## src/rtl/div_pkg.sv

```systemverilog
// Shared types and constants for the RV32M divide unit.
package div_pkg;

  localparam int unsigned XLEN = 32;

  // Low two bits of the RV32M funct3 for the divide group.
  typedef enum logic [1:0] {
    DIV  = 2'b00,
    DIVU = 2'b01,
    REM  = 2'b10,
    REMU = 2'b11
  } func3_code_e;

  // Wrapper control states.
  typedef enum logic [1:0] {
    ST_IDLE = 2'b00,
    ST_RUN  = 2'b01,
    ST_FIX  = 2'b10
  } state_e;

endpackage

```

## src/rtl/divu_core.sv

```systemverilog
// Unsigned restoring divider: one quotient bit per clock, W iterations.
module divu_core
  import div_pkg::*;
#(
  parameter int unsigned W = XLEN
) (
  input  logic         clk,
  input  logic         rst,
  input  logic         i_start,
  input  logic [W-1:0] i_dividend,
  input  logic [W-1:0] i_divisor,
  output logic         o_busy,
  output logic         o_done_c,
  output logic [W-1:0] o_quotient,
  output logic [W-1:0] o_remainder
);

  localparam int unsigned CNT_W = $clog2(W + 1);

  logic [W-1:0]     r_quo;
  logic [W-1:0]     r_rem;
  logic [W-1:0]     r_div;
  logic [CNT_W-1:0] r_cnt;
  logic             r_busy;

  logic [W:0]       w_rem_sh;
  logic             w_ge;
  logic [W-1:0]     w_sub;

  // One restoring step: shift in the next dividend bit, subtract if it fits.
  // The shifted remainder is W+1 bits wide; after a successful subtract the
  // result is below the divisor, so the low W bits of the difference suffice.
  always_comb begin
    w_rem_sh = {r_rem, r_quo[W-1]};
    w_ge     = (w_rem_sh >= {1'b0, r_div});
    w_sub    = w_rem_sh[W-1:0] - r_div;
  end

  // Operand load on start, then W iterations while busy.
  always_ff @(posedge clk or posedge rst) begin
    if (rst) begin
      r_quo  <= '0;
      r_rem  <= '0;
      r_div  <= '0;
      r_cnt  <= '0;
      r_busy <= 1'b0;
    end else if (i_start && !r_busy) begin
      r_quo  <= i_dividend;
      r_rem  <= '0;
      r_div  <= i_divisor;
      r_cnt  <= CNT_W'(W);
      r_busy <= 1'b1;
    end else if (r_busy) begin
      r_quo <= {r_quo[W-2:0], w_ge};
      r_rem <= w_ge ? w_sub : w_rem_sh[W-1:0];
      r_cnt <= r_cnt - CNT_W'(1);
      if (r_cnt == CNT_W'(1)) begin
        r_busy <= 1'b0;
      end
    end
  end

  assign o_busy      = r_busy;
  assign o_done_c    = r_busy && (r_cnt == CNT_W'(1));
  assign o_quotient  = r_quo;
  assign o_remainder = r_rem;

endmodule

```

## src/rtl/divider_wrapper.sv

```systemverilog
// RV32M DIV/DIVU/REM/REMU unit: sign handling around an unsigned iterative core.
module divider_wrapper
  import div_pkg::*;
#(
  parameter int unsigned XLEN = div_pkg::XLEN
) (
  input  logic            clk,
  input  logic            clr,
  input  logic            go,
  input  logic [1:0]      func3,
  input  logic [XLEN-1:0] rs1,
  input  logic [XLEN-1:0] rs2,
  output logic            done,
  output logic [XLEN-1:0] rd
);

  state_e          r_state;
  state_e          w_next;

  func3_code_e     w_op;
  logic            w_signed;
  logic            w_is_rem;
  logic            w_neg_a;
  logic            w_neg_b;
  logic [XLEN-1:0] w_mag_a;
  logic [XLEN-1:0] w_mag_b;

  logic            r_is_rem;
  logic            r_neg_q;
  logic            r_neg_r;
  logic            r_done;
  logic [XLEN-1:0] r_rd;

  logic            w_start;
  logic            w_rd_we;
  logic            w_done_next;
  logic [XLEN-1:0] w_result;

  logic            w_core_busy;
  logic            w_core_done_c;
  logic [XLEN-1:0] w_quo;
  logic [XLEN-1:0] w_rem;

  // Operand decode: signed ops divide absolute values, unsigned ops raw values.
  always_comb begin
    w_op     = func3_code_e'(func3);
    w_signed = (w_op == DIV) || (w_op == REM);
    w_is_rem = (w_op == REM) || (w_op == REMU);
    w_neg_a  = w_signed & rs1[XLEN-1];
    w_neg_b  = w_signed & rs2[XLEN-1];
    w_mag_a  = w_neg_a ? (~rs1 + XLEN'(1)) : rs1;
    w_mag_b  = w_neg_b ? (~rs2 + XLEN'(1)) : rs2;
  end

  divu_core #(
    .W (XLEN)
  ) u_core (
    .clk         (clk),
    .rst         (clr),
    .i_start     (w_start),
    .i_dividend  (w_mag_a),
    .i_divisor   (w_mag_b),
    .o_busy      (w_core_busy),
    .o_done_c    (w_core_done_c),
    .o_quotient  (w_quo),
    .o_remainder (w_rem)
  );

  // State register.
  always_ff @(posedge clk or posedge clr) begin
    if (clr) begin
      r_state <= ST_IDLE;
    end else begin
      r_state <= w_next;
    end
  end

  // Next state, core start and final sign correction.
  always_comb begin
    w_next      = r_state;
    w_start     = 1'b0;
    w_rd_we     = 1'b0;
    w_done_next = 1'b0;
    w_result    = '0;
    case (r_state)
      ST_IDLE: begin
        if (go) begin
          w_start = 1'b1;
          w_next  = ST_RUN;
        end
      end
      ST_RUN: begin
        if (w_core_done_c) begin
          w_next = ST_FIX;
        end else if (!w_core_busy) begin
          w_next = ST_IDLE;
        end
      end
      ST_FIX: begin
        w_rd_we     = 1'b1;
        w_done_next = 1'b1;
        if (r_is_rem) begin
          w_result = r_neg_r ? (~w_rem + XLEN'(1)) : w_rem;
        end else begin
          w_result = r_neg_q ? (~w_quo + XLEN'(1)) : w_quo;
        end
        w_next = ST_IDLE;
      end
      default: begin
        w_next = ST_IDLE;
      end
    endcase
  end

  // Capture operation kind and sign fixes at start. A zero divisor never
  // negates the quotient, so DIV by zero stays all-ones like DIVU.
  always_ff @(posedge clk or posedge clr) begin
    if (clr) begin
      r_is_rem <= 1'b0;
      r_neg_q  <= 1'b0;
      r_neg_r  <= 1'b0;
    end else if (w_start) begin
      r_is_rem <= w_is_rem;
      r_neg_q  <= w_signed & (w_neg_a ^ w_neg_b) & (rs2 != '0);
      r_neg_r  <= w_neg_a;
    end
  end

  // Result and one-cycle done pulse.
  always_ff @(posedge clk or posedge clr) begin
    if (clr) begin
      r_done <= 1'b0;
      r_rd   <= '0;
    end else begin
      r_done <= w_done_next;
      if (w_rd_we) begin
        r_rd <= w_result;
      end
    end
  end

  assign done = r_done;
  assign rd   = r_rd;

endmodule

```

## config.mk

```make
export PLATFORM = sky130hd
export DESIGN_NAME = divider_wrapper
export DESIGN_NICKNAME = d
export VERILOG_FILES = /design/src/rtl/div_pkg.sv /design/src/rtl/divu_core.sv /design/src/rtl/divider_wrapper.sv
export SDC_FILE = /design/constraint.sdc
export NUM_CORES = 1
export LEC_CHECK = 0
export CORE_UTILIZATION = 45
export DETAILED_ROUTE_END_ITERATION = 8
export PLACE_DENSITY = 0.71
export SLEW_MARGIN = 0
export SYNTH_ARGS = -nofsm -noshare
export SYNTH_HDL_FRONTEND = slang
export SYNTH_SLANG_ARGS = --single-unit
```

## constraint.sdc

```tcl
create_clock -name clk -period 5.8 [get_ports clk]
set_clock_uncertainty 0.2 [all_clocks]
set_input_delay 1.45 -clock clk [delete_from_list [all_inputs] [get_ports clk]]
set_output_delay 1.45 -clock clk [all_outputs]
set_load 0.1 [all_outputs]
```

## After elaboration in Yosys (flattened, before gate mapping)

Index checks and enable logic that the tools add are counted.

| storage, ports and cells | value |
|---|---|
| register bits | 141 |
| input port bits | 69 |

| cells by class | value |
|---|---|
| add/subtract/negate cells | 6 |
| magnitude comparators | 1 |
| equality and inequality tests | 7 |
| multiplexer cells | 23 |
| bitwise gates (word level) | 9 |
| reduce and logical (&&, ||, !) cells | 10 |

Operators with widths:

| cell | number |
|---|---|
| $mux 32 | 11 |
| $add 32x1->32 const B | 4 |
| $not 32->32 | 4 |
| $ge 33x32->1 | 1 |
| $reduce_bool 32->1 | 1 |
| $sub 32x32->32 | 1 |
| $mux 6 | 2 |
| $eq 2x2->1 const B | 3 |
| $eq 6x1->1 const B | 1 |
| $mux 1 | 6 |
| $mux 2 | 3 |
| $sub 6x1->6 const B | 1 |
| $and 1x1->1 | 4 |
| $logic_not 2->1 | 2 |
| $pmux 2 s2 | 1 |
| $ne 3x2->1 const B | 1 |
| $eq 2x1->1 const B | 1 |
| $logic_and 1x1->1 | 2 |
| $logic_or 1x1->1 | 2 |
| $ne 2x2->1 const B | 1 |
| $reduce_and 2->1 | 1 |
| $reduce_bool 2->1 | 1 |
| $logic_not 1->1 | 1 |
| $xor 1x1->1 | 1 |

## Depth between registers and ports, before layout

| depth | value |
|---|---|
| depth after elaboration | 6 |
| mapped depth | 13 |
| gate-level depth less buffers | 13 |

## Hierarchy

A second synthesis with hierarchy kept.

| second synthesis, totals | value |
|---|---|
| cell total of the unflattened synthesis | 1255 |
| area, all modules | 10702.8 um2 |

By module, submodules not included:

| module | instances | cells each | area an instance (um2) | seq. area each (um2) |
|---|---|---|---|---|
| divu_core | 1 | 704 | 6403.6 | 2577.5 |
| divider_wrapper | 1 | 551 | 4299.1 | 950.9 |

## Least setup slack after synthesis

Ideal clock, no wire load.

| timing | value |
|---|---|
| path kind | input-to-reg |
| from | input rs1[4] |
| to | register u_core.r_quo[29], in the netlist u_core.o_quotient[29] |
| arrival time | 3.491 ns |
| required time | 5.474 ns |
| slack | 1.983 ns |
| cell stages on the path | 8 |
| path buffers | 0 |
| cells stage by stage | nor4_1 > nand4b_1 > nor3_1 > and2_1 > nand3b_1 > o41ai_1 > xnor2_1 > a221o_1 |

| between the ends | value |
|---|---|
| cells in the longest elaborated chain, start to end | 4 |

Ends and longest elaborated chain:

| what | RTL line | source |
|---|---|---|
| from (decl) | divider_wrapper.sv:11 | `input logic [XLEN-1:0] rs1,` |
| $not 32->32 | divider_wrapper.sv:51 | `w_mag_a = w_neg_a ? (~rs1 + XLEN'(1)) : rs1;` |
| $add 32x1->32 | divider_wrapper.sv:51 |  |
| $mux 32 | divider_wrapper.sv:51 |  |
| $mux 32 | divu_core.sv:47 | `end else if (i_start && !r_busy) begin` |
| to (signal assigned) | divu_core.sv:48 | `r_quo <= i_dividend;` |
| to (signal assigned) | divu_core.sv:54 | `r_quo <= {r_quo[W-2:0], w_ge};` |
| to (decl) | divu_core.sv:20 | `logic [W-1:0] r_quo;` |

Every way passes these cells.
A chain may end at the register's enable or synchronous reset.

## Worst setup path after layout

| timing | value |
|---|---|
| from | input rs2[6] |
| to | register u_core.r_div[28] |

| between the ends | value |
|---|---|
| cells in the longest elaborated chain, start to end | 3 |

Ends and longest elaborated chain:

| what | RTL line | source |
|---|---|---|
| from (decl) | divider_wrapper.sv:12 | `input logic [XLEN-1:0] rs2,` |
| $not 32->32 | divider_wrapper.sv:52 | `w_mag_b = w_neg_b ? (~rs2 + XLEN'(1)) : rs2;` |
| $add 32x1->32 | divider_wrapper.sv:52 |  |
| $mux 32 | divider_wrapper.sv:52 |  |
| to (signal assigned) | divu_core.sv:50 | `r_div <= i_divisor;` |
| to (decl) | divu_core.sv:22 | `logic [W-1:0] r_div;` |

Every way passes these cells.

==> impl_metrics.yaml <==
synth:
  yosysWarnings: 0
  synthesis.nets: 1398
  syn_area_sq_um: 10300
  syn_inst: 1290
  synthArstFlopShare_pct: 100
  synth-seq-cells: 141
  synth_edf_count: 0
  synth_area_per_cell_sq_um: 7.99
  seq_area_frac_synth_pct: 34.2
  synthFlopType: "dfrtp_1"
  yosysMostFrequentCell: "nand2_1"
  synthTopCellsByArea: "dfrtp_1 (34%), o21ai_0 (7.4%), a21oi_1 (6.5%)"
  netlist.area_leader.share_pct: 34.2
  yosysTopAreaCell: "dfrtp_1"
  ys_types: 62
  synth_commonest_cells: "nand2_1 (157), o21ai_0 (153), dfrtp_1 (141)"
detailed_routing:
  drtIter0Drc: 803
  via_per_inst: 5.85
  vias: 9647
  detail_route.wl_per_cell_um: 16.9
  drc: 0
  postRouteWirelength_um: 27800
  dr.pass1.iters: 5
  drtAntennaViolNets: 0
floorplan:
  num_io_pins: 102
  design.die.area_sq_um: 23500
  die_h_um: 153
  start_util_pct: 45.7
  die_width_um: 153
  core_sq_um: 22600
  num_rows: 55
power:
  ir_drop_v: 0.000509
  power.leakage_nw: 5.05
  p_per_area_nw_per_um2: 666
clock_tree:
  cts.root.buffer_cell: "clkbuf_16"
  cts_buffer_depth: 2
  cts_buffers: 17
  cts_hold_buf: 0
  clkLatencyLatePin_ns: 0.44
  cts-resized-gates: 0
  cts_sinks: 141
  htree_levels: 4
  cts_setup_buffers: 0
  cts_tree: "yes"
  path_clk_slew_ns: 0.06
sta:
  period_needed_ns: 4.17
  finalSetupViolCount: 0
  fmax_ghz: 0.240
  slew_viol_final: 0
  worst_slack_ns: 1.63
  tightest_slew_ns: 1.04
  grt_setup_unrepaired: "false"
  relSlewSlack_pct: 30.7
  fin_crit_sh_pct: 72.0
  finalHoldViolCount: 0
  whs_ns: 0.278
  tns_ns: 0
placement:
  dp_hpwl_um: 20300
  routabilityCongestion: 0.920
  port_buffers: 101
  place_ws_ns: 1.22
  dpl_cell_area_sq_um: 11500
worst_hold_path:
  hold_path.class: "flop to flop"
setup_path:
  slowest_stage: "or4_1"
  cp_cell_sequence: "clkdlybuf4s50_1 > or4_1 > or3_1 > nor2b_1 > and2_1 > nand2_1 > or2_1 > o31ai_1 > xor2_1 > a21oi_1"
  endpoint_kind: "flop"
  cp_num_buf_inv: 1
  cp.arrival_ns: 4.26
  crit_type: "primary input to flop"
  path_delay_family: "simple AND/OR/NAND/NOR gates"
  rrSetupSlack_ns: 1.75
  critPathMaxStageDelay_ns: 0.55
  crit_path_start_kind: "primary input"
  worstPathRequired_ns: 5.88
  worstPathMaxFanout: 4
global_routing:
  grt-ovfl-total: 0
  grt_pass1_vias: 9304
  antenna_found_initial: 0
  grt_max_degree: 76
  grt_usage_pct: 24.3
  grt_pass1_wl_um: 46000
finish:
  final_core_util_pct: 53.7
  post-route-cell-area_sq_um: 12100
  drive_gt1_share_pct: 4.55
  final_nets: 1458
  syn_to_final_growth_pct: 17.5
  n_antenna_cell: 0
run:
  maxCapViolCount: 0
status:
  status: "finished clean"
-- sequential cells by signal (all words and copies together), names as in the netlist --
name,flops
r_state,2
u_core.r_cnt,6
u_core.o_busy,1
r_neg_r,1
u_core.o_remainder,32
r_neg_q,1
u_core.o_quotient,32
done,1
r_is_rem,1
u_core.r_div,32
rd,32
-- report_power, final --
part	switching [mW]	leakage [nW]	total [mW]	internal [mW]
clock network	0.441	0.286	1.11	0.666
registers	0.611	1.75	2.07	1.46
logic	2.99	3.01	4.89	1.90
-- cell families (layout without fill, tap and decap cells) --
kind of cell / Yosys count / in the layout / share of synthesized area (%)
AO/OA/AOI/OAI: 426 / 426 / 24.6
buffers and inverters: 129 / 202 / 4.90
XOR/XNOR: 141 / 141 / 12.0
AND/OR/NAND/NOR: 407 / 407 / 18.8
flip-flops: 141 / 141 / 34.2
multiplexers: 7 / 7 / 0.692
adder cells (fa/ha/maj): 39 / 39 / 4.81
-- through the flow --
step / power (mW) / cells
2_1_floorplan: 5.73 / 1290
3_3_place_gp: 6.80 / 1616
3_5_place_dp: 6.91 / 1616
4_1_cts: 8.05 / 1648
5_1_grt: 8.72 / 1648
6_report: 8.07 / 1648
-- path summary, 6_finish.rpt --
kind                                        from                endpoint  depth (start not counted)
max                                       rs2[6]        u_core.r_div[28]                         10
min                                       rd[17]                  rd[17]                          2
max reg2reg                u_core.o_remainder[2]  u_core.o_remainder[28]                         11
min reg2reg                               rd[17]                  rd[17]                          2
max in group asynchronous                    clr                  rd[25]                          3
min in group asynchronous                    clr        u_core.r_div[11]                          2
-- placed cells by master (no fill, tap or decap), drive strengths merged, types with 38 or more instances in the layout --
cell and n:
o21ai 156, xnor2 69, dfrtp 141, ha 38, inv 60, clkdlybuf4s50 101, nand2 158, xor2 72
nor2 104, a21oi 134
-- routing by layer --
layer	part of all wire, %	vias up	GRT usage, %
met2	48	227	41.8
met5	0	-	0
met3	3.7	55	2.78
met1	45	4651	31.2
met4	2.7	0	9.52
li1	-	4714	-
-- worst register-to-register path: cells and delay by family (launching register included) --
kind,cells,cell delay (ns)
buffers and inverters,1,0.43
and+or+nand+nor,2,1.11
adders and majority gates,1,0.39
AOI/OAI and AO/OA,7,1.40
DFF,1,0.47
-- layout make-up --
class	instances	area, sq um
fill	2101	10500
clock buffer	22	474
inverter	59	226
sequential	141	3530
timing repair buffer	111	1110
multi-input combinational	1020	6300
clock inverter	10	113
tap	285	357
No activity file was read; power rests on OpenSTA's default activity.
